$ cat src/rtl/fetch_ctrl.sv
// fetch_ctrl -- multi-cycle instruction fetch/decode controller.
//
// Walks each instruction through FETCH, DECODE, EXEC and WB (four cycles,
// no overlap) and drives the register-file and data-memory controls
// decoded from the latched instruction register. Mode 0 halts the machine
// until the next start pulse. Mode 3 compares the two register reads into
// an equality flag, and mode 4 branches to rd1 when that flag is set.
//
// Ports
//   clk         rising-edge clock
//   rst_n       asynchronous active-low reset
//   start       one-cycle pulse, honoured only in IDLE or HALT
//   pc          instruction memory address
//   instr       instruction memory data for the current pc
//   rd1, rd2    register-file read data
//   wen         register-file write enable (WB of modes 1,2,6,7)
//   AccControl  instruction mode while DECODE/EXEC/WB, else 0
//   ra1, ra2    register-file read addresses while DECODE/EXEC/WB, else 0
//   imm         zero-extended IR[5:0]
//   mem_we      data-memory write strobe (WB of mode 5)
//   mem_re      data-memory read strobe (EXEC of mode 6)
//   done        high while halted
//   cyc_cnt     saturating count of active cycles since start
module fetch_ctrl #(
  parameter int PC_W = 10
) (
  input  logic            clk,
  input  logic            rst_n,
  input  logic            start,
  output logic [PC_W-1:0] pc,
  input  logic [8:0]      instr,
  input  logic [7:0]      rd1,
  input  logic [7:0]      rd2,
  output logic            wen,
  output logic [2:0]      AccControl,
  output logic [2:0]      ra1,
  output logic [2:0]      ra2,
  output logic [7:0]      imm,
  output logic            mem_we,
  output logic            mem_re,
  output logic            done,
  output logic [15:0]     cyc_cnt
);

  typedef enum logic [2:0] {
    IDLE   = 3'd0,
    FETCH  = 3'd1,
    DECODE = 3'd2,
    EXEC   = 3'd3,
    WB     = 3'd4,
    HALT   = 3'd5
  } state_e;

  state_e          state_q, state_d;
  logic [PC_W-1:0] pc_q, pc_d;
  logic [8:0]      ir_q, ir_d;
  logic            eq_q, eq_d;
  logic [7:0]      tgt_q, tgt_d;
  logic [15:0]     cyc_q, cyc_d;

  logic [2:0]      mode;
  logic            busy;
  logic            decoded;

  assign mode    = ir_q[8:6];
  assign busy    = (state_q == FETCH) || (state_q == DECODE) ||
                   (state_q == EXEC)  || (state_q == WB);
  // The IR only holds the current instruction from DECODE onward; in FETCH
  // it still carries the previous one, so field outputs stay quiet there.
  assign decoded = (state_q == DECODE) || (state_q == EXEC) || (state_q == WB);

  always_ff @(posedge clk or negedge rst_n) begin
    if (!rst_n) begin
      state_q <= IDLE;
      pc_q    <= '0;
      ir_q    <= '0;
      eq_q    <= 1'b0;
      tgt_q   <= '0;
      cyc_q   <= '0;
    end else begin
      state_q <= state_d;
      pc_q    <= pc_d;
      ir_q    <= ir_d;
      eq_q    <= eq_d;
      tgt_q   <= tgt_d;
      cyc_q   <= cyc_d;
    end
  end

  always_comb begin
    state_d = state_q;
    pc_d    = pc_q;
    ir_d    = ir_q;
    eq_d    = eq_q;
    tgt_d   = tgt_q;
    cyc_d   = cyc_q;

    if (busy && (cyc_q != 16'hFFFF)) begin
      cyc_d = cyc_q + 16'd1;
    end

    unique case (state_q)
      IDLE, HALT: begin
        if (start) begin
          state_d = FETCH;
          pc_d    = '0;
          cyc_d   = '0;
          eq_d    = 1'b0;
        end
      end
      FETCH: begin
        state_d = DECODE;
        ir_d    = instr;
      end
      DECODE: begin
        state_d = EXEC;
      end
      EXEC: begin
        state_d = WB;
        if (mode == 3'd3) begin
          eq_d = (rd1 == rd2);
        end
        // Branch target is captured here because rd1 is only guaranteed
        // to reflect ra1 while the instruction is being executed.
        if (mode == 3'd4) begin
          tgt_d = rd1;
        end
      end
      WB: begin
        if (mode == 3'd0) begin
          state_d = HALT;
        end else begin
          state_d = FETCH;
          pc_d    = pc_q + PC_W'(1);
          if (mode == 3'd4) begin
            if (eq_q) begin
              pc_d = PC_W'(tgt_q);
            end
            eq_d = 1'b0;
          end
        end
      end
      default: begin
        state_d = IDLE;
      end
    endcase
  end

  always_comb begin
    pc         = pc_q;
    cyc_cnt    = cyc_q;
    imm        = {2'b00, ir_q[5:0]};
    done       = (state_q == HALT);
    AccControl = decoded ? mode      : 3'd0;
    ra1        = decoded ? ir_q[5:3] : 3'd0;
    ra2        = decoded ? ir_q[2:0] : 3'd0;
    wen        = (state_q == WB) &&
                 ((mode == 3'd1) || (mode == 3'd2) || (mode == 3'd6) || (mode == 3'd7));
    mem_re     = (state_q == EXEC) && (mode == 3'd6);
    mem_we     = (state_q == WB) && (mode == 3'd5);
  end

endmodule

$ cat config.mk
export PLATFORM = sky130hd
export DESIGN_NAME = fetch_ctrl
export DESIGN_NICKNAME = d
export VERILOG_FILES = /design/src/rtl/fetch_ctrl.sv
export SDC_FILE = /design/constraint.sdc
export NUM_CORES = 1
export LEC_CHECK = 0
export CAP_MARGIN = 10
export CORE_ASPECT_RATIO = 0.75
export CORE_MARGIN = 8
export CORE_UTILIZATION = 46
export CTS_CLUSTER_DIAMETER = 200
export DETAILED_ROUTE_END_ITERATION = 8
export GPL_TIMING_DRIVEN = 0
export PLACE_DENSITY = 0.77
export SLEW_MARGIN = 0
export SYNTH_ARGS = -nofsm -noshare
export SYNTH_HDL_FRONTEND = slang
export SYNTH_SLANG_ARGS = --single-unit
$ cat constraint.sdc
create_clock -name clk -period 2.43 [get_ports clk]
set_input_delay 0.486 -clock clk [delete_from_list [all_inputs] [get_ports clk]]
set_output_delay 0.486 -clock clk [all_outputs]
set_load 0.03 [all_outputs]
---- Word-level counts from Yosys, hierarchy flattened ----
Cells that the tools add are included.
cells by class
  add/sub/neg operators ................... 2
  eq/ne operators ......................... 18
  multiplexer cells ....................... 19
  reduce and logical (&&, ||, !) cells .... 20
operators by type and width
  cell                   number
  $mux 16                3
  $mux 10                4
  $pmux 10 s2            1
  $eq 3x3->1 const B     6
  $add 16x1->16 const B  1
  $ne 16x16->1 const B   1
  $mux 3                 5
  $pmux 3 s5             1
  $eq 3x2->1 const B     4
  $add 10x1->10 const B  1
  $eq 8x8->1             1
  $logic_or 1x1->1       8
  $eq 3x1->1 const B     2
  $logic_not 3->1        2
  $reduce_and 5->1       1
  $logic_and 1x1->1      4
  $mux 1                 4
  $ne 2x1->1 const B     2
  $ne 2x2->1 const B     2
  $pmux 1 s3             1
  $reduce_and 3->1       1
  $reduce_bool 3->1      1
  $reduce_and 2->1       1
  $reduce_bool 2->1      1
  $reduce_or 2->1        1
word-level totals
  register bits ........................... 47
  bits of input ports ..................... 28
  output and inout bits ................... 47
  logic and storage cells ................. 65

---- Longest topological paths before layout ----
  word-level depth ........................ 8
  mapped depth ............................ 7
  mapped depth without buffers ............ 5

---- Worst setup path before layout ----
OpenSTA, ideal clock, no wires.
  path type ............................... register to output
  from .................................... register state_q[1]
  to ...................................... output port mem_we
  data arrival time ....................... 1.755 ns
  data required time ...................... 1.944 ns
  path slack .............................. 0.189 ns
  stages on the path, launching flop included .. 5
  buffers on the path ..................... 2
  cell sequence ........................... dfrtp_1 -> buf_2 -> or3b_1 -> clkbuf_1 -> nor3_1
between the ends
  cells in the longest elaborated chain, start to end .. 2
RTL lines
  what                    line  RTL
  start, declared         54    state_e state_q, state_d;
  start signal, assigned  81    state_q <= state_d;
  $eq 3x3->1              160   mem_we = (state_q == WB) && (mode == 3'd5);
  $logic_and 1x1->1       160
  end, declared           39    output logic mem_we,
No other way between the ends.

---- Worst setup path in the final report ----
  from .................................... register state_q[0]
  to ...................................... output port ra1[0]
between the ends
  cells in the longest elaborated chain, start to end .. 4
  elaborated cells on any way between the ends .. 6
  those cells by class .................... 3 x eq/ne; 1 x mux; 2 x reduce/logical
RTL lines
  what                line  RTL
  $eq 3x2->1          70    assign decoded = (state_q == DECODE) || (state_q == EXEC) || (state_q == WB);
  $logic_or 1x1->1    70
  $logic_or 1x1->1 *  70
  $mux 3 *            155   ra1 = decoded ? ir_q[5:3] : 3'd0;
  end, declared       36    output logic [2:0] ra1,
Every way passes the cells marked *; elsewhere a longest branch is shown, timed or not.

==> summary.txt <==
status: finished clean
Synth Warn #: 0
sequential share of the synthesized area: 42.5%
Placed Area: 0.00360 mm2
CORE AREA: 0.00583 mm2
Max rail drop VDD: 0.000623 V
simple-gate share of the synthesized area: 27.1%
CTS H-tree lvls: 2
die area: 0.00878 mm2
I/O Pins: 75
final core utilization: 62.9%
top-area cell type share of the netlist area: 42.5%
Vias/cell: 5.48
Max Slew Vio Count: 0
dpl ws: -0.0803 ns
drt pass-1 iters: 4
crit end category: output pin
final worst path period share: 97.3%
Synth Area in Compound Gates: 9.45%
sequential cell area: 0.00118 mm2
Max Buffers Root-to-Sink: 2
max-capacitance violation count: 0
asr flop ratio synth: 100%
Syn Inst Count: 278
grt total ovfl: 0
DRC viols: 0
Netlist cell types: 50
Finished Layout Cells: 435
fill count: 523
1st-iter DRT viols: 112
Synth area leader: dfrtp_1
Routed WL: 6.82 mm
placed wire-length estimate: 5.17 mm
global-route wire length before repair: 11.9 mm
mux contribution to synthesized area: 11.7%
worst-path fanout max: 10
Reg-to-Reg Start: ir_q[7]$_DFFE_PN0P_
share of layout cells above drive strength 1: 18.2%
actual slew at the worst max-slew pin: 0.501 ns
crit path launch: state_q[0]$_DFFE_PN0P_
Starting Density: 47.5%
synthesized flop and latch total: 47
CTS clk-pin slew, worst paths: 0.08 ns
antenna violations before repair: 0
Worst slew margin: 66.4%
antenna violation net count after detailed routing: 0
Hold Path Class: input port to async pin
largest family of logic cells by synthesized area: simple AND/OR/NAND/NOR gates
Die H: 83.2 um
CTS Sinks: 47
Final setup viols: 0
Critical Path AT: 1.88 ns
ys flop type: dfrtp_1
TritonCTS buffer count: 5
latest clock arrival within the worst-skew pair: 0.30 ns
Post-Synth XOR/XNOR Area: 3.48%
Multi-input gate area: 0.00149 mm2
Power Dens Cells: 949 mW/mm2
Post-CTS Setup Bufs: 0
Syn-to-layout area delta: 32.4%
Mean Syn Cell Area: 9.96 um2
WL/cell: 15.7 um
PortBufs: 72
final worst-path setup slack: 0.0644 ns
hold_ws: 0.123 ns
diode count: 0
via count: 2,385
placed cells: 430
Final Hold Fails: 0
max frequency: 423 MHz
EDFF count, synth: 0
post-layout min period: 2.37 ns
standby leakage power: 1.50 nW
Die Wd: 106 um
largest net degree at the start of global routing: 30
crit path kind: flop to output pin
synthesized-area fraction occupied by adder cells: 0.904%
Finished Cell Area: 0.00366 mm2
final net count: 388
CTS tree: built
RSZ-0062 raised after global routing: yes
Layout Skew: 0.00421 ns
Area contributors post-synth: dfrtp_1 (42%), mux2_2 (7.3%), mux2i_1 (4.3%)
clk root buf: clkbuf_8
placer congestion estimate: 0.823
Cell Rows: 24
vias in the first global route: 2,460
CP Launch Type: flop
Worst Path Required: 1.94 ns
Mapped Area: 0.00277 mm2
GRT Total Usage: 16.1%
path summary, 6_finish.rpt:
path,to,slack (ns),depth (start not counted)
worst max-delay path,ra1[0],0.06,5
worst min-delay path,cyc_cnt[4]$_DFF_PN0_,0.12,1
worst max register to register,pc[9]$_DFFE_PN0P_,0.57,6
worst min register to register,eq_q$_DFFE_PN0P_,0.51,1
max in group asynchronous,cyc_cnt[15]$_DFF_PN0_,1.79,2
min in group clk,eq_q$_DFFE_PN0P_,0.51,1
layout by cell type, fill, tap and decap left out, drive strengths merged, types with 11 or more instances in the layout:
master         count
nand2             26
nor2b             13
a21oi             15
clkbuf            15
nand3             11
mux2i             12
clkdlybuf4s50     58
mux2              18
buf               17
dfrtp             47
worst max-delay path, stage by stage, from the launching register on:
cell	delay, ns
dfrtp_1	0.38
buf_2	0.20
nor3b_4	0.35
nor2_4	0.11
nor2b_1	0.13
clkdlybuf4s15_1	0.41
cell usage after synthesis (2+ instances only):
library cell / number
clkbuf_1: 3
o211ai_1: 2
dfrtp_1: 47
o31a_1: 2
a21oi_1: 15
inv_1: 6
and2_1: 3
nand4_2: 3
nor3b_1: 3
nor2_1: 6
nor4_1: 6
nand2b_1: 7
nand2_1: 26
buf_4: 9
nor4b_1: 2
mux2i_1: 12
o22ai_1: 5
xnor2_1: 9
ha_1: 2
o31ai_1: 6
o21ai_0: 4
or2_2: 2
or3_1: 4
buf_2: 6
nor3_1: 9
nand3_1: 11
and3_1: 5
o21ai_1: 5
nand4_1: 3
nor2b_1: 13
xor2_1: 2
or4_1: 5
mux2_2: 18
metal layers:
metal,routed length (um),part of all wire [%],track usage (%),vias to the layer above
met5,0,0,0,-
met4,85,1.2,4.46,0
met3,542,7.9,6.02,10
met2,3020,44,23.7,72
met1,3170,47,21.5,1147
li1,-,-,-,1156
cells by family (layout without fill, tap and decap cells):
family                   after synthesis  in the layout
XOR/XNOR                              11             11
adder cells (fa/ha/maj)                2              2
other                                  1              2
buffers and inverters                 24            102
multiplexers                          30             30
flip-flops                            47             47
AND/OR/NAND/NOR                      120            120
AO/OA/AOI/OAI                         43             43
flip-flops by register name, summed over array words and instances, names as in the netlist:
signal and cells:
cyc_cnt 16, pc 10, ir_q 9, tgt_q 8
state_q 3, eq_q 1
timing repair:
action,in CTS,in global routing
resized for setup,21,19
setup endpoints to repair,12,12
hold buffers,0,0
power by group:
group / internal [mW] / switching (mW) / leakage (nW)
logic: 0.800 / 1.04 / 0.852
clock network: 0.192 / 0.254 / 0.0371
registers: 1.00 / 0.194 / 0.608
area by class of cell:
class / count / area share [%]
multi-input combinational: 208 / 40.6
inverter: 6 / 0.615
clock buffer: 6 / 1.98
buffer: 17 / 2.87
sequential: 47 / 32.1
timing repair buffer: 73 / 19.2
tap: 78 / 2.66
per-stage QoR:
stage               total power, mW  TNS (ns)
floorplan                      2.44         0
global placement               3.05    -26.72
detailed placement             3.10    -0.541
CTS                            3.50         0
global route                   3.72   -0.0253
finish                         3.48         0
(Power assumes the default switching activity.)
